===== config.mk =====
export PLATFORM = sky130hd
export DESIGN_NAME = m_fetch
export DESIGN_NICKNAME = d
export VERILOG_FILES = /design/src/rtl/m_fetch_pkg.sv /design/src/rtl/m_fetch_fifo.sv /design/src/rtl/m_fetch.sv
export SDC_FILE = /design/constraint.sdc
export NUM_CORES = 1
export LEC_CHECK = 0
export BUFFER_PORTS_ARGS = -buffer_cell sky130_fd_sc_hd__buf_4
export CAP_MARGIN = 40
export CORE_UTILIZATION = 57
export DETAILED_ROUTE_END_ITERATION = 7
export PLACE_DENSITY = 0.86
export RECOVER_POWER = 25
export SYNTH_ARGS = -nofsm -noshare
export SYNTH_HDL_FRONTEND = slang
export SYNTH_HIERARCHICAL = 1
export SYNTH_SLANG_ARGS = --single-unit

===== constraint.sdc =====
create_clock -name w_clk -period 7.4 [get_ports w_clk]
set_input_delay 1.48 -clock w_clk [delete_from_list [all_inputs] [get_ports w_clk]]
set_output_delay 1.48 -clock w_clk [all_outputs]
set_load 0.02 [all_outputs]

===== src/rtl/m_fetch_pkg.sv =====
// Shared types and constants for the instruction fetch slice (m_fetch, m_fetch_fifo).
package m_fetch_pkg;

  typedef logic [0:0] fetch_state_t;
  localparam fetch_state_t RUN   = 1'b0;
  localparam fetch_state_t FLUSH = 1'b1;

  typedef struct packed {
    logic [31:0] pc;
    logic [31:0] inst;
  } fetch_entry_t;

  localparam logic [31:0] INST_BYTES = 32'd4;

  function automatic logic [31:0] word_align(input logic [31:0] addr);
    return addr & ~32'd3;
  endfunction

endpackage


===== src/rtl/m_fetch_fifo.sv =====
// Small FIFO with synchronous flush and occupancy count; the head entry is read combinationally.
module m_fetch_fifo
  import m_fetch_pkg::*;
#(
  parameter int unsigned WIDTH = 32,
  parameter int unsigned DEPTH = 2,
  localparam int unsigned CW   = $clog2(DEPTH + 1)
) (
  input  logic             clk_i,
  input  logic             rst_i,
  input  logic             push_i,
  input  logic [WIDTH-1:0] push_data_i,
  input  logic             pop_i,
  input  logic             flush_i,
  output logic [WIDTH-1:0] head_o,
  output logic [CW-1:0]    count_o
);

  localparam int unsigned AW = $clog2(DEPTH);

  logic [WIDTH-1:0] mem_q [DEPTH];
  logic [AW-1:0]    rd_ptr_q, wr_ptr_q;
  logic [CW-1:0]    cnt_q;
  logic             do_push, do_pop;

  assign do_push = push_i && (cnt_q != CW'(DEPTH));
  assign do_pop  = pop_i && (cnt_q != '0);
  assign head_o  = mem_q[rd_ptr_q];
  assign count_o = cnt_q;

  // Flush wins over a same-cycle push or pop.
  always_ff @(posedge clk_i or posedge rst_i) begin
    if (rst_i) begin
      rd_ptr_q <= '0;
      wr_ptr_q <= '0;
      cnt_q    <= '0;
    end else if (flush_i) begin
      rd_ptr_q <= '0;
      wr_ptr_q <= '0;
      cnt_q    <= '0;
    end else begin
      if (do_push) wr_ptr_q <= wr_ptr_q + AW'(1);
      if (do_pop)  rd_ptr_q <= rd_ptr_q + AW'(1);
      cnt_q <= cnt_q + CW'(do_push) - CW'(do_pop);
    end
  end

  always_ff @(posedge clk_i) begin
    if (do_push && !flush_i) mem_q[wr_ptr_q] <= push_data_i;
  end

endmodule


===== src/rtl/m_fetch.sv =====
// In-order instruction fetch with bounded in-flight requests, redirect flush and stale-response drop.
// Optional FETCH_PERF_EN adds delivered/squashed instruction counters.
module m_fetch
  import m_fetch_pkg::*;
#(
  parameter logic [31:0] RESET_PC = 32'h0000_0000,
  parameter int unsigned QDEPTH   = 2
) (
  input  logic         w_clk,
  input  logic         w_rst,
  input  logic         w_redirect,
  input  logic [31:0]  w_redirect_pc,
  output logic         w_req_valid,
  output logic [31:0]  w_req_addr,
  input  logic         w_req_ready,
  input  logic         w_rsp_valid,
  input  logic [31:0]  w_rsp_data,
  output logic         w_inst_valid,
  output logic [31:0]  w_inst,
  output logic [31:0]  w_inst_pc,
  input  logic         w_inst_ready,
`ifdef FETCH_PERF_EN
  output logic [31:0]  w_fetch_cnt,
  output logic [31:0]  w_squash_cnt,
`endif
  output fetch_state_t w_dbg_state
);

  // Handshakes: a transfer happens on a rising edge where valid and ready are both high;
  // valid never waits on ready, and imem responses carry no ready (always accepted).
  localparam int unsigned CW       = $clog2(QDEPTH + 1);
  localparam logic [CW:0] QD_LIMIT = (CW + 1)'(QDEPTH);

  fetch_state_t state_q, state_d;
  logic [31:0]  pc_q, pc_d;
  logic [CW-1:0] stale_q, stale_d;
  logic [CW-1:0] if_cnt, iq_cnt;
  logic [CW:0]   occupancy;
  logic [31:0]   if_head;
  fetch_entry_t  iq_head, iq_wdata;
  logic          req_fire, rsp_run, stale_drop, iq_pop, inst_vld;

  assign occupancy   = {1'b0, if_cnt} + {1'b0, iq_cnt};
  assign w_req_valid = !w_rst && (state_q == RUN) && !w_redirect && (occupancy < QD_LIMIT);
  assign w_req_addr  = pc_q;
  assign req_fire    = w_req_valid && w_req_ready;

  assign rsp_run    = w_rsp_valid && (state_q == RUN);
  assign stale_drop = w_rsp_valid && (state_q == FLUSH);
  assign iq_wdata   = '{pc: if_head, inst: w_rsp_data};

  // Redirect beats pop: the head is squashed rather than delivered.
  assign inst_vld     = (iq_cnt != '0);
  assign iq_pop       = inst_vld && w_inst_ready && !w_redirect;
  assign w_inst_valid = inst_vld;
  assign w_inst       = inst_vld ? iq_head.inst : '0;
  assign w_inst_pc    = inst_vld ? iq_head.pc : '0;
  assign w_dbg_state  = state_q;

  m_fetch_fifo #(.WIDTH(32), .DEPTH(QDEPTH)) u_inflight (
    .clk_i      (w_clk),
    .rst_i      (w_rst),
    .push_i     (req_fire),
    .push_data_i(pc_q),
    .pop_i      (w_rsp_valid),
    .flush_i    (1'b0),
    .head_o     (if_head),
    .count_o    (if_cnt)
  );

  m_fetch_fifo #(.WIDTH($bits(fetch_entry_t)), .DEPTH(QDEPTH)) u_iq (
    .clk_i      (w_clk),
    .rst_i      (w_rst),
    .push_i     (rsp_run),
    .push_data_i(iq_wdata),
    .pop_i      (iq_pop),
    .flush_i    (w_redirect),
    .head_o     (iq_head),
    .count_o    (iq_cnt)
  );

  // Stale count excludes the response retiring in the redirect cycle.
  always_comb begin
    state_d = state_q;
    pc_d    = pc_q;
    stale_d = stale_q;
    if (req_fire) pc_d = pc_q + INST_BYTES;
    if (w_redirect) begin
      pc_d    = word_align(w_redirect_pc);
      stale_d = ((state_q == FLUSH) ? stale_q : if_cnt) - CW'(w_rsp_valid);
      state_d = (stale_d != '0) ? FLUSH : RUN;
    end else if (stale_drop) begin
      stale_d = stale_q - CW'(1);
      if (stale_q == CW'(1)) state_d = RUN;
    end
  end

  always_ff @(posedge w_clk or posedge w_rst) begin
    if (w_rst) begin
      state_q <= RUN;
      pc_q    <= RESET_PC;
      stale_q <= '0;
    end else begin
      state_q <= state_d;
      pc_q    <= pc_d;
      stale_q <= stale_d;
    end
  end

`ifdef FETCH_PERF_EN
  logic [31:0] fetch_cnt_q, squash_cnt_q, squash_inc;

  always_comb begin
    squash_inc = 32'(stale_drop);
    if (w_redirect) squash_inc = squash_inc + 32'(iq_cnt) + 32'(rsp_run);
  end

  always_ff @(posedge w_clk or posedge w_rst) begin
    if (w_rst) begin
      fetch_cnt_q  <= '0;
      squash_cnt_q <= '0;
    end else begin
      fetch_cnt_q  <= fetch_cnt_q + 32'(iq_pop);
      squash_cnt_q <= squash_cnt_q + squash_inc;
    end
  end

  assign w_fetch_cnt  = fetch_cnt_q;
  assign w_squash_cnt = squash_cnt_q;
`endif

endmodule


==> flow_summary.json, run 1 <==
{
  "finalCriticalPeriod_ns": 4.17,
  "num_vias": 6037,
  "die_h_um": 136,
  "wl_per_cell_um": 18.0,
  "cts_sinks": 233,
  "arrival_ns": 2.69,
  "path_clk_slew_ns": 0.06,
  "cpMostUsedCell": "buf_4",
  "path_class": "in -> out",
  "clock.fmax_ghz": 0.240,
  "die_x_um": 136,
  "synth_top_area_share": 0.560,
  "antenna_found_initial": 0,
  "area_growth_pct": 20.6,
  "io_pins": 169,
  "maxCapViolCount": 0,
  "p_leak_nw": 4.85,
  "synth_xor_area_frac": 0.0119,
  "worstHoldStart": "u_inflight/mem_q[1][30]",
  "rsz0062_at_grt": "false",
  "yosysWarnings": 6,
  "hold_buffers": 0,
  "track_usage": 0.215,
  "status": "finished clean",
  "synthMuxAreaShare": 0.146,
  "antenna_left": 0,
  "reg2reg_slack_ns": 3.86,
  "drive_above_1_share": 0.353,
  "core-area_mm2": 0.0175,
  "synth_cells": 667,
  "synth-main-ff-cell": "edfxtp_1",
  "syn-mean-instance-area_um2": 15.4,
  "r2r-start": "u_inflight/count_o[0]",
  "fin_crit_sh": 0.564,
  "ys_ff_latch": 233,
  "gp_congestion": 0.884,
  "yosys-top-cells-area": "edfxtp_1, mux2_4, dfrtp_1",
  "async_flop_share": 0.176,
  "die-area_mm2": 0.0186,
  "reg2reg_depth": 12,
  "start_util": 0.589,
  "yosysMostFrequentCell": "edfxtp_1",
  "clock-root-buffer": "clkbuf_16",
  "reg2reg_to": "u_inflight/count_o[1]",
  "cts_tree": "done",
  "crit_path_max_incr_delay_ns": 0.64,
  "cp-end-kind": "output port",
  "synth_compound_area_frac": 0.0333,
  "post_cts_buffers": 0,
  "synth_edf_count": 192,
  "crit_start": "w_redirect",
  "nets": 924,
  "synth-adder-area-share": 0.0104,
  "setup_viol": 0,
  "n_antenna_cell": 0,
  "nFillCells": 1180,
  "port_buffers": 164,
  "yosysTopAreaCell": "edfxtp_1",
  "skew_ns": 0.0187,
  "yosys.area_share.simple": 0.110,
  "final.setup.tns_ns": 0,
  "yosys-top-cells-count": "edfxtp_1, mux2_4, and2_1, dfrtp_1, nand2_1",
  "relSlewSlack": 0.396,
  "drt-pass1-iter-count": 4,
  "grt_pass1_vias": 5908,
  "avgViaCountPerCell": 5.55,
  "h-tree-depth": 1,
  "grt_overflow": 0,
  "seq_area_frac_synth": 0.659,
  "crit_chain": "buf_4 -> or4_4 -> nor2_1 -> buf_4",
  "dp_hpwl_mm": 12.6,
  "drt-initial-drc-count": 227,
  "synth_top_family_by_area": "multiplexers",
  "rows": 48,
  "cp_max_fo": 63,
  "drt-total-wl_mm": 19.6,
  "grt_pass1_wl_mm": 30.6,
  "cts_made_buffers": 23,
  "p_per_area_mw_per_mm2": 279,
  "cp_slowest_cell": "or4_4",
  "syn_area_mm2": 0.0103,
  "tightest_slew_ns": 0.906,
  "synth_cell_type_count": 55,
  "peakVddDrop_mv": 0.171,
  "slew_violations": 0,
  "drc_errors": 0,
  "clk_latency_ns": 0.50,
  "endpoint": "w_req_valid",
  "cts-resized-gates": 0,
  "hp-class": "reg -> reg",
  "clockBufferDepth": 3,
  "finalPower_mw": 3.47,
  "grt_max_degree": 65,
  "critPathRequiredTime_ns": 5.92,
  "final_hold_viol_count": 0,
  "cp-start-kind": "input pin"
}
## power breakdown
group | switching [mW] | leakage, nW | internal [mW]
clock | 0.451 | 0.357 | 0.659
sequential | 0.0876 | 2.24 | 1.53
combinational | 0.390 | 2.25 | 0.350
## worst min path at each step
stage                                   end  slack, ns  depth (start not counted)
detailed placement        u_iq/mem_q[1][41]       0.54                          1
floorplan                 u_iq/mem_q[0][32]       0.54                          1
global placement    u_inflight/mem_q[0][31]       0.53                          0
CTS                       u_iq/mem_q[0][62]       0.55                          1
global route              u_iq/mem_q[0][33]       0.57                          1
finish                    u_iq/mem_q[0][62]       0.55                          1
## critical path: cells and delay by family
kind / cells / cell delay [ns]
and+or+nand+nor: 2 / 0.76
buffers and inverters: 2 / 0.44
## flip-flops by register name, summed over array words and instances, names as in the netlist
register	count
u_iq/count_o	2
stale_q	2
u_inflight/mem_q	64
u_inflight/wr_ptr_q	1
u_inflight/rd_ptr_q	1
w_dbg_state	1
u_iq/wr_ptr_q	1
w_req_addr	30
u_iq/rd_ptr_q	1
u_inflight/count_o	2
u_iq/mem_q	128
## final cells by class
class                      count  area (µm²)  area share
clock inverter                 7        61.3     0.00494
inverter                      16        61.3     0.00494
sequential                   233        6800       0.547
timing repair buffer         172        1290       0.104
tap                          225         282      0.0227
multi-input combinational    400        3260       0.263
clock buffer                  34         668      0.0538
## kinds of logic (layout without fill, tap and decap cells)
logic type	count (synthesis)	in the layout
adders and majority gates	8	8
muxes	108	108
xor gates and xnor gates	14	14
and+or+nand+nor	208	208
DFF	233	233
other	1	13
buffers and inverters	46	229
AOI/OAI and AO/OA	49	49
## metrics by stage
step                utilization  setup slack [ns]  std cells  cell area [µm²]  hold WS, ns
floorplan                     -             0.410        679            10300        0.535
global placement          0.669              3.03       1044            11700        0.531
detailed placement        0.671              3.03       1046            11700        0.545
CTS                       0.713              3.23       1087            12500        0.548
global route              0.711              3.16       1087            12400        0.568
finish                    0.711              3.23       1087            12400        0.551
## cell usage in the layout (no fill, tap or decap), types with 11 or more instances in the layout
cell type,instances
mux2_2,18
nand3_1,19
nand2_1,41
edfxtp_1,192
mux2_4,76
dfrtp_1,40
and2_1,67
nand4_1,11
clkbuf_4,24
conb_1,13
clkbuf_16,24
clkbuf_1,14
nor2_1,26
o21ai_0,16
buf_4,139
inv_1,15
## routing by layer
metal	global-route usage	wire [µm]
met3	0.0455	1490
met2	0.362	9550
met1	0.282	8230
met5	0	0
met4	0.0611	306
Power figures use the tool's default switching activity.
==> run 2: changes to the inputs <==
Settings changed: CORE_UTILIZATION 57 to 51, PLACE_DENSITY 0.86 to 0.82.
Clock period 7.4 ns to 3.8 ns, I/O delays scaled along.
==> run 2 against run 1 <==
Against the previous run: the run now ends with capacitance limit, slew limit left; sequential share of layout area decreased by 0.83 points; flip-flop and latch count unchanged; global-route usage decreased by 2.4 points; clock power increased by 110%; power increased by 99%; combinational power increased by 98%; register-to-register slack got worse by 3.3 ns; routed wire length about the same; final area increased by 1.6%; first-iteration DRC count increased by 53%; die area increased by 12%; critical path type is now reg -> reg; cell count increased by 3.8%.
==> flow_summary.json, run 2 (synthesized netlist as in run 1, its figures left out) <==
{
  "drt-initial-drc-count": 348,
  "start_util": 0.524,
  "clk_latency_ns": 0.49,
  "drc_errors": 0,
  "worst_hold_slack_ns": 0.189,
  "multi_input_area_mm2": 0.00330,
  "nFillCells": 1458,
  "fin_crit_sh": 0.845,
  "path_class": "reg -> reg",
  "finalPower_mw": 6.91,
  "largest_register_ffs": 128,
  "dpl-instance-area_mm2": 0.0119,
  "peakVddDrop_mv": 0.317,
  "hold_buffers": 0,
  "dp_slack_ns": 0.650,
  "drive_above_1_share": 0.366,
  "maxCapViolCount": 1,
  "critPathRequiredTime_ns": 4.18,
  "post-route-util": 0.642,
  "nets": 927,
  "core-area_mm2": 0.0197,
  "drt-total-wl_mm": 19.6,
  "placed_cells": 1089,
  "grt_pass1_wl_mm": 30.4,
  "wl_per_cell_um": 17.4,
  "antenna_left": 0,
  "cp-start-kind": "flop",
  "final_cell_mix": "edfxtp_1, buf_4, mux2_4",
  "die-area_mm2": 0.0208,
  "grt_pass1_vias": 5948,
  "reg2reg_slack_ns": 0.59,
  "gp_congestion": 0.821,
  "cp-end-kind": "flop",
  "dp_hpwl_mm": 13.0,
  "setup_viol": 0,
  "relSlewSlack": -0.187,
  "grt_overflow": 0,
  "rsz0062_at_grt": "false",
  "rows": 51,
  "die_x_um": 144,
  "antenna_found_initial": 0,
  "p_per_area_mw_per_mm2": 547,
  "finalCriticalPeriod_ns": 3.21,
  "final_common_cell": "edfxtp_1",
  "avgViaCountPerCell": 5.31,
  "cts_sinks": 233,
  "skew_ns": 0.00862,
  "clock.fmax_ghz": 0.311,
  "final_hold_viol_count": 0,
  "clockBufferDepth": 3,
  "grt_max_degree": 65,
  "violations": "capacitance limit, slew limit",
  "p_leak_nw": 4.91,
  "port_buffers": 164,
  "track_usage": 0.192,
  "io_pins": 169,
  "arrival_ns": 3.59,
  "final_cells": 1128,
  "status": "complete, but fails checks",
  "slew_violations": 34,
  "area_growth_pct": 22.5,
  "clock-root-buffer": "clkbuf_16",
  "final.setup.tns_ns": 0,
  "post_cts_buffers": 0,
  "h-tree-depth": 1,
  "cts-resized-gates": 0,
  "stdcell_area_mm2": 0.0126,
  "hp-class": "in -> async",
  "drt-pass1-iter-count": 4,
  "tightest_slew_ns": 1.78,
  "num_vias": 5994,
  "die_h_um": 144,
  "n_antenna_cell": 0,
  "fin_ws_ns": 0.589,
  "cp_max_fo": 17,
  "path_clk_slew_ns": 0.06,
  "cts_tree": "done",
  "cts_made_buffers": 23,
  "register_area_mm2": 0.00680,
  "reg2reg_depth": 12,
  "top_register": "u_iq/mem_q"
}
## run 2: cell count changes in the layout (fill, tap and decap cells not counted), sizes merged
cell,before,now
clkbuf,65,61
bufinv,1,4
clkinvlp,1,3
## run 2: worst paths after layout
| path | end | start |
|---|---|---|
| worst max-delay path | u_inflight/count_o[1] | u_inflight/count_o[0] |
| worst max register to register | u_inflight/count_o[1] | u_inflight/count_o[0] |
| worst min register to register | u_iq/mem_q[0][40] | u_inflight/mem_q[0][8] |
| worst min-delay path | u_iq/rd_ptr_q | w_rst |
| min in group w_clk | w_req_addr[3] | w_redirect_pc[3] |
| max in group asynchronous | w_req_addr[11] | w_rst |
## run 2: worst max-delay path, stage by stage (launching register included)
cell      delay (ns)
dfrtp_1         0.46
and2_1          0.21
fa_1            0.42
or4_4           0.46
or2_1           0.26
clkinv_2        0.23
o21ai_4         0.14
ha_1            0.30
inv_1           0.04
ha_1            0.18
xnor2_1         0.19
xnor2_1         0.15
nor2_1          0.06
## run 2: area by class of cell
cell class	instances	area share
clock buffer	27	0.0476
multi-input combinational	400	0.262
inverter	16	0.00486
tap	265	0.0263
clock inverter	12	0.0130
sequential	233	0.539
timing repair buffer	175	0.108
## run 2: routing by layer
metal,vias to the layer above,GRT usage,routed length [µm]
met5,-,0,0
met4,0,0.0633,392
met3,33,0.0394,1540
met2,261,0.333,9540
met1,2883,0.239,8100
li1,2817,-,-
## run 2: power breakdown
group	switching [mW]	internal (mW)	total (mW)	leakage, nW
Clock	0.881	1.40	2.28	0.364
Sequential	0.182	2.98	3.17	2.24
Combinational	0.760	0.703	1.46	2.31
